<file path="config.mk">
export PLATFORM = sky130hd
export DESIGN_NAME = ctech_lib_hs_rx
export DESIGN_NICKNAME = d
export VERILOG_FILES = /design/src/rtl/ctech_lib_hs_rx.sv
export SDC_FILE = /design/constraint.sdc
export NUM_CORES = 1
export LEC_CHECK = 0
export CAP_MARGIN = 25
export CELL_PAD_IN_SITES_DETAIL_PLACEMENT = 1
export CELL_PAD_IN_SITES_GLOBAL_PLACEMENT = 1
export CORE_ASPECT_RATIO = 0.8
export CORE_MARGIN = 1
export CORE_UTILIZATION = 29
export DETAILED_ROUTE_END_ITERATION = 8
export GPL_TIMING_DRIVEN = 0
export PLACE_DENSITY = 0.71
export REMOVE_ABC_BUFFERS = 1
export SLEW_MARGIN = 30
export SYNTH_ARGS = -nofsm -noshare
export SYNTH_HDL_FRONTEND = slang
export SYNTH_SLANG_ARGS = --single-unit
</file>
<file path="constraint.sdc">
create_clock -name clk -period 1.3 [get_ports clk]
set_clock_uncertainty 0.2 [all_clocks]
set_input_delay 0.26 -clock clk [delete_from_list [all_inputs] [get_ports clk]]
set_output_delay 0.26 -clock clk [all_outputs]
set_load 0.02 [all_outputs]
</file>
<file path="src/rtl/ctech_lib_hs_rx.sv">
// 4-phase req/ack receiver: sync req_async, capture data, offer on vld/rdy; vld SYNC_STAGES+1 edges after req, ack on accept edge.
// Backpressure: payload held in vld until rdy; ack withheld meanwhile. Optional parity via CTECH_LIB_HS_RX_PARITY_EN.
module ctech_lib_hs_rx #(
  parameter int WIDTH       = 8,
  parameter int SYNC_STAGES = 2
) (
  input  logic             clk,
  input  logic             rst,
  input  logic             req_async,
  input  logic [WIDTH-1:0] data_async,
`ifdef CTECH_LIB_HS_RX_PARITY_EN
  input  logic             par_async,
  output logic             par_err,
`endif
  output logic             ack,
  output logic             vld,
  output logic [WIDTH-1:0] data,
  input  logic             rdy,
  output logic             proto_err
);

  typedef enum logic [1:0] {
    IDLE  = 2'd0,
    VALID = 2'd1,
    ACK   = 2'd2
  } state_t;

  state_t           state_q, state_d;
  logic [SYNC_STAGES-1:0] sync_q;
  logic             req_s;
  logic             ack_q, ack_d;
  logic             vld_q, vld_d;
  logic [WIDTH-1:0] data_q, data_d;
  logic             perr_q, perr_d;

  // req_async feeds only the first synchronizer stage
  always_ff @(posedge clk or posedge rst) begin
    if (rst) sync_q <= '0;
    else     sync_q <= {sync_q[SYNC_STAGES-2:0], req_async};
  end

  assign req_s = sync_q[SYNC_STAGES-1];

`ifdef CTECH_LIB_HS_RX_PARITY_EN
  logic par_err_q, par_err_d;

  always_ff @(posedge clk or posedge rst) begin
    if (rst) par_err_q <= 1'b0;
    else     par_err_q <= par_err_d;
  end

  // even parity: XOR of payload and parity bit must be 0 at capture
  always_comb begin
    par_err_d = par_err_q;
    if (state_q == IDLE && req_s && ((^data_async) ^ par_async))
      par_err_d = 1'b1;
  end

  assign par_err = par_err_q;
`endif

  always_ff @(posedge clk or posedge rst) begin
    if (rst) begin
      state_q <= IDLE;
      ack_q   <= 1'b0;
      vld_q   <= 1'b0;
      data_q  <= '0;
      perr_q  <= 1'b0;
    end else begin
      state_q <= state_d;
      ack_q   <= ack_d;
      vld_q   <= vld_d;
      data_q  <= data_d;
      perr_q  <= perr_d;
    end
  end

  always_comb begin
    state_d = state_q;
    ack_d   = ack_q;
    vld_d   = vld_q;
    data_d  = data_q;
    perr_d  = perr_q;
    case (state_q)
      IDLE: begin
        if (req_s) begin
          data_d  = data_async;
          vld_d   = 1'b1;
          state_d = VALID;
        end
      end
      VALID: begin
        // early withdrawal is flagged but the transfer still completes
        if (!req_s) perr_d = 1'b1;
        if (rdy) begin
          vld_d   = 1'b0;
          ack_d   = 1'b1;
          state_d = ACK;
        end
      end
      ACK: begin
        if (!req_s) begin
          ack_d   = 1'b0;
          state_d = IDLE;
        end
      end
      default: begin
        ack_d   = 1'b0;
        vld_d   = 1'b0;
        state_d = IDLE;
      end
    endcase
  end

  assign ack       = ack_q;
  assign vld       = vld_q;
  assign data      = data_q;
  assign proto_err = perr_q;

endmodule

</file>
Word level (Yosys, flattened, before mapping)
Index checks and enable logic that the tools add are counted.
{ "word_totals": {"wordCells": 30, "mem_bits_ro": 0, "output_inout_bits": 11, "regBits": 15, "ramBits": 0, "latchBits": 0, "mem_count": 0, "input_bits": 12} }
{ "classes": {"n_eq_ne": 5, "shift": 0, "mul": 0, "n_lt_le_gt_ge": 0, "add_sub_neg": 0, "reduce_logical": 6, "muxes": 10, "bitwise_logic": 3, "n_div": 0} }
{ "op_table": {"columns": ["op", "count"], "rows": [
  ["$reduce_and A3 Y1", 3],
  ["$mux W2", 3],
  ["$ne A2 B2 Y1 const B", 3],
  ["$pmux W1 S3", 2],
  ["$pmux W2 S3", 1],
  ["$mux W1", 4],
  ["$reduce_and A2 Y1", 2],
  ["$not A1 Y1", 3],
  ["$eq A2 B1 Y1 const B", 1],
  ["$eq A2 B2 Y1 const B", 1],
  ["$logic_not A2 Y1", 1]
]} }

Longest topological paths before layout
{ "depth": {"ltp_word": 3, "depth_mapped": 3, "depth_no_buf": 3} }

Worst setup path before layout
OpenSTA, ideal clock, no wires.
{ "synth_timing": {"kind": "reg2reg", "startpoint": "register state_q[0]", "endpoint": "register data_q[0], in the netlist data[0]", "arrival_time_ns": 1.042, "n_path_buf": 0, "slack_ns": -0.067, "setup_ns": 0.125, "stages_incl_launch_ff": 4, "cell_sequence": "dfrtp_1 > nand2b_4 > nor2_8 > mux2_4"} }
{ "synth_via": {"elab_chain_cells": 2} }
{ "synth_rtl": {"columns": ["item", "line_no", "text"], "rows": [
  ["start: declaration", "28", "state_t state_q, state_d;"],
  ["start signal: assignment", "70", "state_q <= state_d;"],
  ["$logic_not A2 Y1", "84", "case (state_q)"],
  ["$reduce_and A2 Y1 (no source line)", null, null],
  ["end signal: assignment", "73", "data_q <= data_d;"],
  ["end: declaration", "33", "logic [WIDTH-1:0] data_q, data_d;"]
]} }
No other way between the ends.
A chain may end at the register's enable or synchronous reset.

Worst setup path in the final report
Ends and elaborated chain as after synthesis.

==> metrics.md <==
| Metric | Value |
|---|---|
| Worst-margin pin slew | 556.4 ps |
| Adder-cell share of the synthesized area | 0% |
| Most common cell in the synthesized netlist | dfrtp_1 |
| Grt ovf | 0 |
| Die H | 42.71 µm |
| Top FF cell, synth | dfrtp_1 |
| Register area share after synthesis | 62.50% |
| Largest area contributor in the netlist | dfrtp_1 |
| Pwr Total | 2.357 mW |
| RSZ-0062 raised after global routing | true |
| Hold Path Class | in2async |
| Kind of critical path | reg2reg |
| XOR/XNOR Fraction of Synth Area | 0% |
| Fmax | 0.7344 GHz |
| Netlist cell types | 15 |
| Largest family of logic cells by synthesized area | multiplexers |
| DRT antenna net count | 0 |
| Power Dens Cells | 2390 nW/µm² |
| Fin. Hold Viols | 0 |
| Setup tns final | -475.7 ps |
| Routed wire length per instance | 11.95 µm |
| Critical Path AT | about 1300 ps |
| Final setup fails | 9 |
| Flops & latches, synth | 15 |
| Worst Path Max Fanout | 4 |
| Dpl hpwl | around 810 µm |
| Most instantiated cells after synthesis | dfrtp_1, mux2_4, inv_1 |
| Hold_buf cts | 0 |
| TritonCTS clock tree | built |
| DR vias | 432 |
| Peak VDD IR | 1.353 mV |
| Layout cell share with drive strength beyond 1 | approximately 53% |
| Final core occ | between 50 and 60% |
| Main area contributors after synthesis | dfrtp_1, mux2_4, nor2_8 |
| Final WS setup | -61.60 ps |
| Critical-path cell list | nand2b_4 -> nor2_4 -> mux2_4 |
| Placer Congestion | 0.6564 |
| Largest net degree at the start of global routing | 16 |
| Synth Area in Simple Gates | 8.542% |
| First drt pass iteration count | 1 |
| Initial antenna violation count | 0 |
| Cell count after placement | 83 |
| TritonCTS buffer count | 3 |
| Status | complete, but fails checks |
| DIE AREA | 2258 µm² |
| Longest Clk Path Bufs | 2 |
| Post-synth EDFFs | 0 |
| CP Launch Type | flip-flop |
| Synthesized cell area | 600.6 µm² |
| Synth top area share | ~63% |
| Routed WL | ~1.2 mm |
| Die Width | 52.88 µm |
| Final Non-Filler Cells | 99 |
| First DRT Iteration DRCs | 0 |
| WHS | 126.1 ps |
| CP Data Required Time | about 1300 ps |
| Clk Latency, worst-skew pair | 270 ps |
| Placed Instance Area | between 800 and 900 µm² |
| Top Ports | 23 |
| Count of final max-slew check failures | 0 |
| Ys Warns | 0 |
| Place WS | -179.6 ps |
| DRC Markers | 0 |
| DR vias/cell | 4.364 |
| Final Cell Area | 985.9 µm² |
| Syn_area_per_cell | 16.23 µm² |
| Bufs and invs on worst path | 0 |
| # rows | 14 |
| Layout Nets | 88 |
| Compound-gate portion of the synthesized area | 7.083% |
| Sink Count | 15 |
| Tcrit/Tclk final | 104.7% |
| First-pass GRT wire length | 1.938 mm |
| Core ar. | 1909 µm² |
| Fillers | 198 |
| Inserted Diodes | 0 |
| CTS clk-pin slew, worst paths | around 80 ps |
| Leak Pwr | 0.4703 nW |
| Area Overhead vs Synth | 64.17% |
| Crit path max-delay family | flip-flops |
| CTS H-tree depth | 1 |
| Worst stage delay on the critical path | 390 ps |
| Slew margin rel. | between 60% and 70% |
| Mux contribution to synthesized area | approximately a fifth |
| GR Util All Layers | 12.28% |
| Reg2reg setup slack | -60 ps |
| Tmin final | around 1400 ps |
| Post-synth ARST share | 100.0% |
| Critical path's slowest cell | dfrtp_1 |
| I/O Buffers | 22 |
| Starting density of the core | 31.45% |
| Clk Tree Root Cell | clkbuf_4 |
| Synthesized instance count | 37 |
| Failing checks | negative setup slack |
| Vias in the first global route | between 400 and 500 |
| CP endpoint kind | flip-flop |
| Max-cap viol count | 0 |
## cell type report
class | count | area [µm²] | share of cell area [%]
Sequential cell | 15 | 376.6 | 38.20
Clock buffer | 4 | 26.28 | 2.665
Multi-Input combinational cell | 20 | 225.2 | 22.84
Tap cell | 24 | 30.03 | 3.046
Inverter | 3 | 11.26 | 1.142
Timing Repair Buffer | 33 | 316.6 | 32.11
## final timing paths
| path | to | from | cells past startpoint |
|---|---|---|---|
| min | ack | rst | 2 |
| min reg2reg | sync_q[1] | sync_q[0] | 0 |
| max reg2reg | data[0] | state_q[0] | 3 |
| min in group clk | sync_q[1] | sync_q[0] | 0 |
| max | data[0] | state_q[0] | 3 |
| max in group asynchronous | state_q[1] | rst | 2 |
## registers in the layout, indices dropped and copies added, names as in the netlist
register	flops
proto_err	1
state_q	2
sync_q	2
data	8
ack	1
vld	1
## per-layer routing
layer	vias to the layer above	part of all wire, %	GRT usage [%]
met5	-	0	0
met4	0	0	6.316
met3	0	7.2	4.301
met2	15	50	18.48
met1	213	43	15.37
li1	204	-	-
## kinds of logic after synthesis
logic type             after synthesis
and+or+nand+nor                      5
buffers and inverters                3
DFF                                 15
AOI/OAI and AO/OA                    6
muxes                                8
## where the power goes
part / internal [mW] / leakage [nW] / switching (mW)
sequential: 0.663 / 0.172 / 0.174
combinational: 0.790 / 0.283 / 0.474
clock: 0.119 / 0.0150 / 0.137
## worst reg2reg max path, delay by kind of cell, from the launching register on
family,cells,cell delay [ps]
multiplexers,1,310
AND/OR/NAND/NOR,2,350
flip-flops,1,390
## cell usage in the layout (no fill, tap or decap), drive strengths merged
cell type	n
clkdlybuf4s50	11
or2b	1
nor2	2
o21ai	1
a21o	2
and3	1
o21bai	1
inv	3
a21oi	1
a31o	1
clkbuf	4
buf	22
dfrtp	15
mux2	8
nand2b	1
nand2	1
## what timing repair did
action | 4_1_cts | 5_1_grt
gates resized for setup | 45 | 22
pin swaps | 2 | 1
endpoints found under the hold margin | 0 | 0
setup endpoints to repair | 19 | 19
buffers inserted | 4 | 7
gates cloned | 1 | 0
Power figures use the tool's default switching activity.
